[config.mk]
export PLATFORM = sky130hd
export DESIGN_NAME = axi_lite_master_ctrl_flat
export DESIGN_NICKNAME = d
export VERILOG_FILES = /design/src/rtl/axi_lite_master_ctrl_if.sv /design/src/rtl/axi_lite_master_ctrl.sv /design/src/flat_wrapper.sv
export SDC_FILE = /design/constraint.sdc
export NUM_CORES = 1
export LEC_CHECK = 0
export ABC_AREA = 1
export ABC_CLOCK_PERIOD_IN_PS = 1500
export CORE_AREA = 4 4 113 115
export DETAILED_ROUTE_END_ITERATION = 8
export DIE_AREA = 0 0 117 119
export MAX_ROUTING_LAYER = met4
export PLACE_DENSITY = 0.82
export SLEW_MARGIN = 20
export SYNTH_ARGS = -nofsm -noshare
export SYNTH_HDL_FRONTEND = slang
export SYNTH_SLANG_ARGS = --single-unit
[constraint.sdc]
create_clock -name clk -period 1.5 [get_ports clk]
set_input_delay 0.15 -clock clk [delete_from_list [all_inputs] [get_ports clk]]
set_output_delay 0.15 -clock clk [all_outputs]
set_load 0.01 [all_outputs]
[src/rtl/axi_lite_master_ctrl_if.sv]
// AXI-Lite bus bundle between axi_lite_master_ctrl (master) and a control-register slave.
interface axi_lite_master_ctrl_if #(
   parameter int ADDR_W = 32,
   parameter int DATA_W = 32
);
   logic [ADDR_W-1:0] awaddr;
   logic              awvalid;
   logic              awready;
   logic [DATA_W-1:0] wdata;
   logic              wvalid;
   logic              wready;
   logic              bvalid;
   logic [1:0]        bresp;
   logic              bready;
   logic [ADDR_W-1:0] araddr;
   logic              arvalid;
   logic              arready;
   logic [DATA_W-1:0] rdata;
   logic [1:0]        rresp;
   logic              rvalid;
   logic              rready;

   modport master (
      output awaddr, awvalid, wdata, wvalid, bready, araddr, arvalid, rready,
      input  awready, wready, bvalid, bresp, arready, rdata, rresp, rvalid
   );

   modport slave (
      input  awaddr, awvalid, wdata, wvalid, bready, araddr, arvalid, rready,
      output awready, wready, bvalid, bresp, arready, rdata, rresp, rvalid
   );
endinterface

[src/rtl/axi_lite_master_ctrl.sv]
// Single-outstanding AXI-Lite master turning a cmd/rsp port into AXI-Lite reads and writes.
// Optional watchdog (sticky timeout_err) is built when AXI_LITE_MASTER_TIMEOUT_EN is defined.
module axi_lite_master_ctrl #(
   parameter int DATA_W      = 32,
   parameter int ADDR_W      = 32,
   parameter int TIMEOUT_CYC = 1024
) (
   input  logic                   clk,
   input  logic                   rst,
   input  logic                   cmd_valid,
   output logic                   cmd_ready,
   input  logic                   cmd_write,
   input  logic [ADDR_W-1:0]      cmd_addr,
   input  logic [DATA_W-1:0]      cmd_wdata,
   output logic                   rsp_valid,
   input  logic                   rsp_ready,
   output logic [DATA_W-1:0]      rsp_rdata,
   output logic [1:0]             rsp_resp,
   output logic                   rsp_write,
   axi_lite_master_ctrl_if.master m_axi,
   output logic                   timeout_err
);
   typedef enum logic [2:0] {IDLE, WR, WR_RESP, RD_ADDR, RD_DATA, RSP} state_t;

   state_t            state_q, state_d;
   logic [ADDR_W-1:0] addr_q, addr_d;
   logic [DATA_W-1:0] wdata_q, wdata_d;
   logic              awvalid_q, awvalid_d;
   logic              wvalid_q, wvalid_d;
   logic              bready_q, bready_d;
   logic              arvalid_q, arvalid_d;
   logic              rready_q, rready_d;
   logic              rsp_valid_q, rsp_valid_d;
   logic              rsp_write_q, rsp_write_d;
   logic [DATA_W-1:0] rsp_rdata_q, rsp_rdata_d;
   logic [1:0]        rsp_resp_q, rsp_resp_d;
   logic              aw_done, w_done;

   // A channel counts as done once its VALID has dropped or is being accepted this cycle.
   assign aw_done = !awvalid_q || m_axi.awready;
   assign w_done  = !wvalid_q || m_axi.wready;

   always_comb begin
      state_d     = state_q;
      addr_d      = addr_q;
      wdata_d     = wdata_q;
      awvalid_d   = awvalid_q;
      wvalid_d    = wvalid_q;
      bready_d    = bready_q;
      arvalid_d   = arvalid_q;
      rready_d    = rready_q;
      rsp_valid_d = rsp_valid_q;
      rsp_write_d = rsp_write_q;
      rsp_rdata_d = rsp_rdata_q;
      rsp_resp_d  = rsp_resp_q;
      unique case (state_q)
         IDLE: begin
            if (cmd_valid) begin
               addr_d  = cmd_addr;
               wdata_d = cmd_wdata;
               if (cmd_write) begin
                  awvalid_d = 1'b1;
                  wvalid_d  = 1'b1;
                  state_d   = WR;
               end else begin
                  arvalid_d = 1'b1;
                  state_d   = RD_ADDR;
               end
            end
         end
         WR: begin
            if (m_axi.awready) awvalid_d = 1'b0;
            if (m_axi.wready)  wvalid_d  = 1'b0;
            if (aw_done && w_done) begin
               bready_d = 1'b1;
               state_d  = WR_RESP;
            end
         end
         WR_RESP: begin
            if (m_axi.bvalid) begin
               bready_d    = 1'b0;
               rsp_valid_d = 1'b1;
               rsp_resp_d  = m_axi.bresp;
               rsp_rdata_d = '0;
               rsp_write_d = 1'b1;
               state_d     = RSP;
            end
         end
         RD_ADDR: begin
            if (m_axi.arready) begin
               arvalid_d = 1'b0;
               rready_d  = 1'b1;
               state_d   = RD_DATA;
            end
         end
         RD_DATA: begin
            if (m_axi.rvalid) begin
               rready_d    = 1'b0;
               rsp_valid_d = 1'b1;
               rsp_resp_d  = m_axi.rresp;
               rsp_rdata_d = m_axi.rdata;
               rsp_write_d = 1'b0;
               state_d     = RSP;
            end
         end
         RSP: begin
            if (rsp_ready) begin
               rsp_valid_d = 1'b0;
               state_d     = IDLE;
            end
         end
         default: state_d = IDLE;
      endcase
   end

   always_ff @(posedge clk) begin
      if (rst) begin
         state_q     <= IDLE;
         addr_q      <= '0;
         wdata_q     <= '0;
         awvalid_q   <= 1'b0;
         wvalid_q    <= 1'b0;
         bready_q    <= 1'b0;
         arvalid_q   <= 1'b0;
         rready_q    <= 1'b0;
         rsp_valid_q <= 1'b0;
         rsp_write_q <= 1'b0;
         rsp_rdata_q <= '0;
         rsp_resp_q  <= '0;
      end else begin
         state_q     <= state_d;
         addr_q      <= addr_d;
         wdata_q     <= wdata_d;
         awvalid_q   <= awvalid_d;
         wvalid_q    <= wvalid_d;
         bready_q    <= bready_d;
         arvalid_q   <= arvalid_d;
         rready_q    <= rready_d;
         rsp_valid_q <= rsp_valid_d;
         rsp_write_q <= rsp_write_d;
         rsp_rdata_q <= rsp_rdata_d;
         rsp_resp_q  <= rsp_resp_d;
      end
   end

   assign cmd_ready     = (state_q == IDLE);
   assign rsp_valid     = rsp_valid_q;
   assign rsp_rdata     = rsp_rdata_q;
   assign rsp_resp      = rsp_resp_q;
   assign rsp_write     = rsp_write_q;
   assign m_axi.awaddr  = addr_q;
   assign m_axi.araddr  = addr_q;
   assign m_axi.awvalid = awvalid_q;
   assign m_axi.wdata   = wdata_q;
   assign m_axi.wvalid  = wvalid_q;
   assign m_axi.bready  = bready_q;
   assign m_axi.arvalid = arvalid_q;
   assign m_axi.rready  = rready_q;

`ifdef AXI_LITE_MASTER_TIMEOUT_EN
   localparam logic [31:0] TMO_LIM = 32'(TIMEOUT_CYC);

   logic [31:0] tmo_cnt_q, tmo_cnt_d;
   logic        timeout_err_q, timeout_err_d;
   logic        waiting;

   // The flag only reports a stuck slave; the FSM keeps waiting since VALID may not be withdrawn.
   always_comb begin
      waiting       = (state_q != IDLE) && (state_q != RSP);
      tmo_cnt_d     = tmo_cnt_q;
      timeout_err_d = timeout_err_q;
      if (state_q == IDLE) begin
         tmo_cnt_d = '0;
      end else if (waiting && (tmo_cnt_q != '1)) begin
         tmo_cnt_d = tmo_cnt_q + 32'd1;
      end
      if (waiting && (TMO_LIM != 32'd0) && (tmo_cnt_d >= TMO_LIM)) timeout_err_d = 1'b1;
   end

   always_ff @(posedge clk) begin
      if (rst) begin
         tmo_cnt_q     <= '0;
         timeout_err_q <= 1'b0;
      end else begin
         tmo_cnt_q     <= tmo_cnt_d;
         timeout_err_q <= timeout_err_d;
      end
   end

   assign timeout_err = timeout_err_q;
`else
   logic unused_tmo;
   assign unused_tmo  = (TIMEOUT_CYC != 0);
   assign timeout_err = 1'b0;
`endif
endmodule

[src/flat_wrapper.sv]
// flat-port wrapper written by rule: the top's interface ports become plain ports
module axi_lite_master_ctrl_flat 
#(
   parameter int DATA_W      = 32,
   parameter int ADDR_W      = 32,
   parameter int TIMEOUT_CYC = 1024
)
  (clk, rst, cmd_valid, cmd_ready, cmd_write, cmd_addr, cmd_wdata, rsp_valid, rsp_ready, rsp_rdata, rsp_resp, rsp_write, timeout_err, m_axi_awaddr, m_axi_awvalid, m_axi_wdata, m_axi_wvalid, m_axi_bready, m_axi_araddr, m_axi_arvalid, m_axi_rready, m_axi_awready, m_axi_wready, m_axi_bvalid, m_axi_bresp, m_axi_arready, m_axi_rdata, m_axi_rresp, m_axi_rvalid);
  axi_lite_master_ctrl_if #(.ADDR_W(ADDR_W), .DATA_W(DATA_W)) m_axi_i ();
  input  logic clk;
  input  logic rst;
  input  logic cmd_valid;
  output logic cmd_ready;
  input  logic cmd_write;
  input  logic [ADDR_W-1:0] cmd_addr;
  input  logic [DATA_W-1:0] cmd_wdata;
  output logic rsp_valid;
  input  logic rsp_ready;
  output logic [DATA_W-1:0] rsp_rdata;
  output logic [1:0] rsp_resp;
  output logic rsp_write;
  output logic timeout_err;
  output wire logic [$bits(m_axi_i.awaddr)-1:0] m_axi_awaddr;
  output wire logic [$bits(m_axi_i.awvalid)-1:0] m_axi_awvalid;
  output wire logic [$bits(m_axi_i.wdata)-1:0] m_axi_wdata;
  output wire logic [$bits(m_axi_i.wvalid)-1:0] m_axi_wvalid;
  output wire logic [$bits(m_axi_i.bready)-1:0] m_axi_bready;
  output wire logic [$bits(m_axi_i.araddr)-1:0] m_axi_araddr;
  output wire logic [$bits(m_axi_i.arvalid)-1:0] m_axi_arvalid;
  output wire logic [$bits(m_axi_i.rready)-1:0] m_axi_rready;
  input wire logic [$bits(m_axi_i.awready)-1:0] m_axi_awready;
  input wire logic [$bits(m_axi_i.wready)-1:0] m_axi_wready;
  input wire logic [$bits(m_axi_i.bvalid)-1:0] m_axi_bvalid;
  input wire logic [$bits(m_axi_i.bresp)-1:0] m_axi_bresp;
  input wire logic [$bits(m_axi_i.arready)-1:0] m_axi_arready;
  input wire logic [$bits(m_axi_i.rdata)-1:0] m_axi_rdata;
  input wire logic [$bits(m_axi_i.rresp)-1:0] m_axi_rresp;
  input wire logic [$bits(m_axi_i.rvalid)-1:0] m_axi_rvalid;
  assign m_axi_awaddr = m_axi_i.awaddr;
  assign m_axi_awvalid = m_axi_i.awvalid;
  assign m_axi_wdata = m_axi_i.wdata;
  assign m_axi_wvalid = m_axi_i.wvalid;
  assign m_axi_bready = m_axi_i.bready;
  assign m_axi_araddr = m_axi_i.araddr;
  assign m_axi_arvalid = m_axi_i.arvalid;
  assign m_axi_rready = m_axi_i.rready;
  assign m_axi_i.awready = m_axi_awready;
  assign m_axi_i.wready = m_axi_wready;
  assign m_axi_i.bvalid = m_axi_bvalid;
  assign m_axi_i.bresp = m_axi_bresp;
  assign m_axi_i.arready = m_axi_arready;
  assign m_axi_i.rdata = m_axi_rdata;
  assign m_axi_i.rresp = m_axi_rresp;
  assign m_axi_i.rvalid = m_axi_rvalid;
  axi_lite_master_ctrl #(.DATA_W(DATA_W), .ADDR_W(ADDR_W), .TIMEOUT_CYC(TIMEOUT_CYC)) u_core (.clk(clk), .rst(rst), .cmd_valid(cmd_valid), .cmd_ready(cmd_ready), .cmd_write(cmd_write), .cmd_addr(cmd_addr), .cmd_wdata(cmd_wdata), .rsp_valid(rsp_valid), .rsp_ready(rsp_ready), .rsp_rdata(rsp_rdata), .rsp_resp(rsp_resp), .rsp_write(rsp_write), .m_axi(m_axi_i), .timeout_err(timeout_err));
endmodule
Word level (Yosys, flattened, before mapping)
Index checks and enable logic that the tools add are counted.
{ "op_classes": {"n_reduce_logical": 21, "eq_ne": 15, "muxes": 35} }
{ "ops": {"columns": ["op", "count"], "rows": [
  ["two-way mux 32 bit", 2],
  ["one-hot mux 32 bit (2 select lines)", 1],
  ["two-way mux 3 bit", 6],
  ["one-hot mux 3 bit (6 select lines)", 1],
  ["inequality test 2 bit (second input constant)", 8],
  ["AND reduction 4 bit", 4],
  ["two-way mux 1 bit", 14],
  ["one-hot mux 1 bit (2 select lines)", 6],
  ["nonzero test 2 bit", 5],
  ["AND reduction 3 bit", 3],
  ["== test 3 x 2 -> 1 bit (second input constant)", 2],
  ["== test 3 bit (second input constant)", 2],
  ["two-way mux 2 bit", 3],
  ["AND reduction 6 bit", 1],
  ["inequality test 2 x 1 -> 1 bit (second input constant)", 2],
  ["one-hot mux 2 bit (2 select lines)", 1],
  ["== test 3 x 1 -> 1 bit (second input constant)", 1],
  ["logical NOT 3 bit", 1],
  ["one-hot mux 1 bit (3 select lines)", 1],
  ["nonzero test 3 bit", 1],
  ["logical NOT 1 bit", 2],
  ["logical OR 1 bit", 2],
  ["AND reduction 2 bit", 1],
  ["logical AND 1 bit", 1]
]} }
{ "totals": {"out_inout_bits": 139, "register_bits": 108} }

Logic depth before layout (Yosys ltp)
{ "logic_depth": {"word_depth": 5, "depth_mapped": 10, "depth_no_buf": 10} }

Worst setup path before layout
Ideal clock, no wire load.
{ "synth_timing": {"path_type": "register to register", "from": "register u_core.state_q[1]", "to": "register u_core.addr_q[3] (netlist: u_core.m_axi.araddr[3])", "stages_incl_launch_ff": 9, "t_arrival_ps": 1143, "t_required_ps": 1384, "period_less_slack_ps": 1259, "setup_slack_ps": 241, "cell_sequence": "dfxtp_1 -> buf_2 -> inv_1 -> nand2_2 -> nor2_4 -> buf_6 -> buf_6 -> o21ai_0 -> nor2_1"} }
{ "synth_between": {"elab_chain_cells": 2} }
{ "synth_rtl": {"columns": ["item", "line_no", "source"], "rows": [
  ["start, declared", "axi_lite_master_ctrl.sv:25", "state_t state_q, state_d;"],
  ["start signal, assigned", "axi_lite_master_ctrl.sv:131", "state_q <= state_d;"],
  ["logical NOT 3 bit", "axi_lite_master_ctrl.sv:56", "unique case (state_q)"],
  ["AND reduction 2 bit (no line)", null, null],
  ["end signal, assigned", "axi_lite_master_ctrl.sv:132", "addr_q <= addr_d;"],
  ["end, declared", "axi_lite_master_ctrl.sv:26", "logic [ADDR_W-1:0] addr_q, addr_d;"]
]} }
Every way passes these cells.
A chain may end at the register's enable or synchronous reset.

Worst setup path in the final report
{ "layout_timing": {"from": "register u_core.state_q[0]", "to": "register u_core.rsp_rdata_q[3] (netlist: u_core.rsp_rdata[3])"} }
{ "layout_between": {"elab_chain_cells": 3, "elab_cells_between_ends": 7, "cone_classes": "eq/ne (4); mux (1); reduce/logical (2)"} }
{ "layout_rtl": {"columns": ["item", "line_no", "source"], "rows": [
  ["== test 3 bit or == test 3 x 2 -> 1 bit (tied branches)", "axi_lite_master_ctrl.sv:56", null],
  ["inequality test 2 bit (no line) or nonzero test 2 bit (tied branches)", null, null],
  ["AND reduction 3 bit (no line)", null, null],
  ["end signal, assigned", "axi_lite_master_ctrl.sv:141", "rsp_rdata_q <= rsp_rdata_d;"],
  ["end, declared", "axi_lite_master_ctrl.sv:35", "logic [DATA_W-1:0] rsp_rdata_q, rsp_rdata_d;"]
]} }
Several ways; a longest one is shown, not always the timed one.

==> impl_metrics.yaml <==
floorplanning:
  floorplan.die.width_microns: 117
  start_util_pct: 36.9
  overall_die_area_sq_mm: 0.0139
  floorplan.rows: 40
  die_h_microns: 119
  coreArea_sq_mm: 0.0118
  ios: 249
worst_setup_path:
  r2r-end: "u_core.rsp_rdata[3]"
  setup.worst_path.end_class: "register"
  series_of_cell_instances_along_the_critical_path: "nor2_4, buf_4, nand3b_2, nand2_4, inv_6, nand2_4, nand2_1, a21oi_1"
  critical_path.most_common_cell: "sky130_fd_sc_hd__nand2_4"
  critical_path_cell_count: 8
  r2r_setup_slack_ns: 0.05
  critical_path_class: "reg -> reg"
  cp.arrival_ns: 1.73
  critPathLaunchType: "register"
  critical-path-slowest-cell: "sky130_fd_sc_hd__dfxtp_4"
  timing.critical_path.required_ns: 1.78
  worst-path-max-fanout: 18
  r2r_cells: 8
  worst_setup_path_startpoint: "u_core.state_q[0]"
  rr_startpoint: "u_core.state_q[0]"
  cp_num_buf_inv: 2
  timing.critical_path.slowest_cell_delay_ns: 0.38
  critPathTopFamily: "simple AND/OR/NAND/NOR gates"
clocking:
  cts.sinks: 108
  tritoncts: "done"
  clk_pin_slew_worst_paths_ns: 0.07
  clkLatencyLatePin_ns: 0.35
  cts_inserted_buffers: 9
  hold_buffers_post_cts: 0
  ctsRootBufferMaster: "sky130_fd_sc_hd__clkbuf_16"
  cts_max_level: 3
  ctsLongestPathBuffers: 2
global_routing:
  total_gr_overflow: 0
  first_pass_grt_wire_length_microns: 21400
  grt_antenna_before_repair: 0
  via_count_of_the_first_global_routing_pass: 4321
  pin_count_of_the_biggest_net_entering_global_routing: 53
  groute.usage.overall_pct: 19.8
cells_and_area:
  syn_to_final_growth_pct: 63.0
  drive_above_1_share_pct: 7.68
  layout.cell_area.non_filler_sq_mm: 0.00710
  num_antenna_cells: 0
  final.fill_count: 1023
  nNetsFinal: 887
  area_of_the_multi_input_gates_sq_mm: 0.00167
  layout.area.seq_sq_mm: 0.00217
synthesis:
  synthDistinctLibCells: 23
  average_instance_area_after_synthesis_sq_um: 7.74
  yosys-top-cells-count: "sky130_fd_sc_hd__nor2_1, sky130_fd_sc_hd__dfxtp_1, sky130_fd_sc_hd__nand2_1"
  proportion_of_netlist_area_held_by_the_largest_area_contributor_pct: 49.6
  synth.cell_area_sq_mm: 0.00436
  ys.flop_type: "sky130_fd_sc_hd__dfxtp_1"
  synthCells: 563
  yosys.cell_count.top_type: "sky130_fd_sc_hd__nor2_1"
  postSynth.asyncResetShare_pct: 0
  yosys.area.top_type: "sky130_fd_sc_hd__dfxtp_1"
  seq_area_frac_synth_pct: 49.6
  mappedNetlistNets: 673
  synth_enable_flop_cells: 0
  synth-warning-count: 0
  post_synth_main_area_contributors: "sky130_fd_sc_hd__dfxtp_1, sky130_fd_sc_hd__nor2_1, sky130_fd_sc_hd__o21ai_0"
  ys_seq_elements: 108
detailed_routing:
  met3_length_microns: 1500
  drc: 0
  antenna_left: 0
  route.vias.total: 4423
  detail_route.vias_per_cell: 4.77
  drt-wirelength-per-cell_microns: 14.9
  routed-wl-met2_microns: 6490
  drtPass1Iterations: 4
  highest-signal-layer: "met4"
  drt_first_iter_violations: 277
  routed_wl_microns: 13900
  wl_met1_microns: 5630
power_and_ir_drop:
  total_power_uw: 12100
  switching_share_pct: 35.9
  fraction_of_power_consumed_by_sequential_logic_pct: 34.1
  power.ir.vdd_worst_uv: 861
  combPwrFrac_pct: 46.8
  share_clk_of_total_power_pct: 19.1
  p_leak_uw: 0.00284
  power_per_cell_area_mw_per_mm2: 1710
  p_int_uw: 7770
  power_switching_uw: 4350
placed_design:
  place.gp.congestion: 0.805
  buffer_ports.inserted: 247
  placed_area_sq_mm: 0.00677
  hpwl_microns: 10100
sta:
  setup_repair_after_global_routing_missed_its_margin: "true"
  max_freq_mhz: 691
  fin_worst_skew_ns: 0.00779
  post-route-period-util_pct: 96.5
  timing_max_transition_violations_final: 0
  report.final.setup_viol: 0
  final_period_minus_worst_setup_slack_ns: 1.45
  final_hold_viols: 0
  fin_tns_setup_ns: 0
hold_path:
  worst_hold_path_depth: 3
  whs_endpoint: "u_core.rsp_rdata[2]"
  holdCritPathClass: "in -> reg"
  min-delay-start: "m_axi_rdata[2]"
run:
  max_cap_viol_count: 0
status:
  run_status: "finished, final reports clean"
## worst max-delay path by stage
stage	to
3_5_place_dp	u_core.rsp_rdata[18]
5_1_grt	u_core.rsp_rdata[21]
2_1_floorplan	u_core.m_axi.araddr[3]
3_3_place_gp	cmd_ready
4_1_cts	u_core.rsp_rdata[4]
6_report	u_core.rsp_rdata[3]
## flip-flops by register name, indices dropped and copies added, names as in the netlist
| register | flops |
|---|---|
| u_core.m_axi.araddr | 32 |
| u_core.m_axi.wdata | 32 |
| u_core.rsp_rdata | 32 |
| u_core.state_q | 3 |
| u_core.rsp_resp | 2 |
| u_core.m_axi.arvalid | 1 |
| u_core.m_axi.awvalid | 1 |
| u_core.m_axi.bready | 1 |
| u_core.m_axi.rready | 1 |
| u_core.m_axi.wvalid | 1 |
| u_core.rsp_valid | 1 |
| u_core.rsp_write | 1 |
## metal layers
metal	vias to the layer above	GRT usage, %
li1	2203	-
met1	1978	23.4
met2	223	30.7
met3	19	7.57
met4	0	6.74
met5	-	-
## timing repair
item / in CTS / in global routing
setup buffers: 1 / 0
gates resized for setup: 6 / 9
endpoints found under the hold margin: 0 / 0
setup endpoints to repair: 5 / 40
cloned: 0 / 1
pin swaps: 1 / 1
## final cells by class
| type | count | area share [%] |
|---|---|---|
| flip-flops and latches | 108 | 30.6 |
| clock buffers | 14 | 4.00 |
| multi-input cells | 372 | 23.5 |
| well taps | 147 | 2.59 |
| inverters | 17 | 1.00 |
| clock inverters | 1 | 0.0705 |
| repair buffers | 269 | 38.3 |
## cell usage in the layout (no fill, tap or decap), types with 2 or more instances in the layout
cell type / instances
sky130_fd_sc_hd__dfxtp_1: 104
sky130_fd_sc_hd__inv_2: 5
sky130_fd_sc_hd__nor2_1: 138
sky130_fd_sc_hd__dlymetal6s2s_1: 2
sky130_fd_sc_hd__nand2_2: 4
sky130_fd_sc_hd__inv_1: 10
sky130_fd_sc_hd__o21ai_1: 7
sky130_fd_sc_hd__dfxtp_2: 3
sky130_fd_sc_hd__a21oi_1: 42
sky130_fd_sc_hd__clkbuf_8: 4
sky130_fd_sc_hd__o21ai_0: 63
sky130_fd_sc_hd__buf_12: 6
sky130_fd_sc_hd__clkdlybuf4s50_1: 244
sky130_fd_sc_hd__nand4_1: 2
sky130_fd_sc_hd__buf_4: 16
sky130_fd_sc_hd__clkbuf_16: 9
sky130_fd_sc_hd__nand3_1: 38
sky130_fd_sc_hd__nand2_4: 2
sky130_fd_sc_hd__nand2_1: 68
sky130_fd_sc_hd__nor2_4: 3
## worst reg2reg max path, stage by stage (launching register included)
cell                       delay [ns]
sky130_fd_sc_hd__dfxtp_4         0.38
sky130_fd_sc_hd__nor2_4          0.14
sky130_fd_sc_hd__buf_4           0.16
sky130_fd_sc_hd__nand3b_2        0.11
sky130_fd_sc_hd__nand2_4         0.10
sky130_fd_sc_hd__inv_6           0.07
sky130_fd_sc_hd__nand2_4         0.21
sky130_fd_sc_hd__nand2_1         0.08
sky130_fd_sc_hd__a21oi_1         0.14
## cell families (layout without fill, tap and decap cells)
logic type | count (synthesis) | after routing | share of synthesized area, %
other cells | 1 | 1 | 0.0861
simple gates | 258 | 259 | 25.0
buf+inv | 84 | 301 | 12.4
compound gates | 112 | 112 | 12.9
flops | 108 | 108 | 49.6
## metrics by stage
stage	instances	util, %	hold slack (ns)	setup slack, ns
2_1_floorplan	563	-	0.285	0.241
6_report	928	60.1	0.372	0.0519
4_1_cts	927	59.9	0.360	0.0185
3_3_place_gp	911	57.3	0.437	0.0567
3_5_place_dp	911	57.3	0.439	0.0194
5_1_grt	928	60.1	0.371	-0.0417
## power by group through the flow
stage / clock network (uW) / registers, uW / logic, uW
detailed placement: 0 / 4170 / 5590
global placement: 0 / 4150 / 5520
global route: 2500 / 4230 / 6210
CTS: 2370 / 4130 / 5650
finish: 2310 / 4140 / 5670
floorplan: 0 / 4430 / 2780
Power figures use the tool's default switching activity.
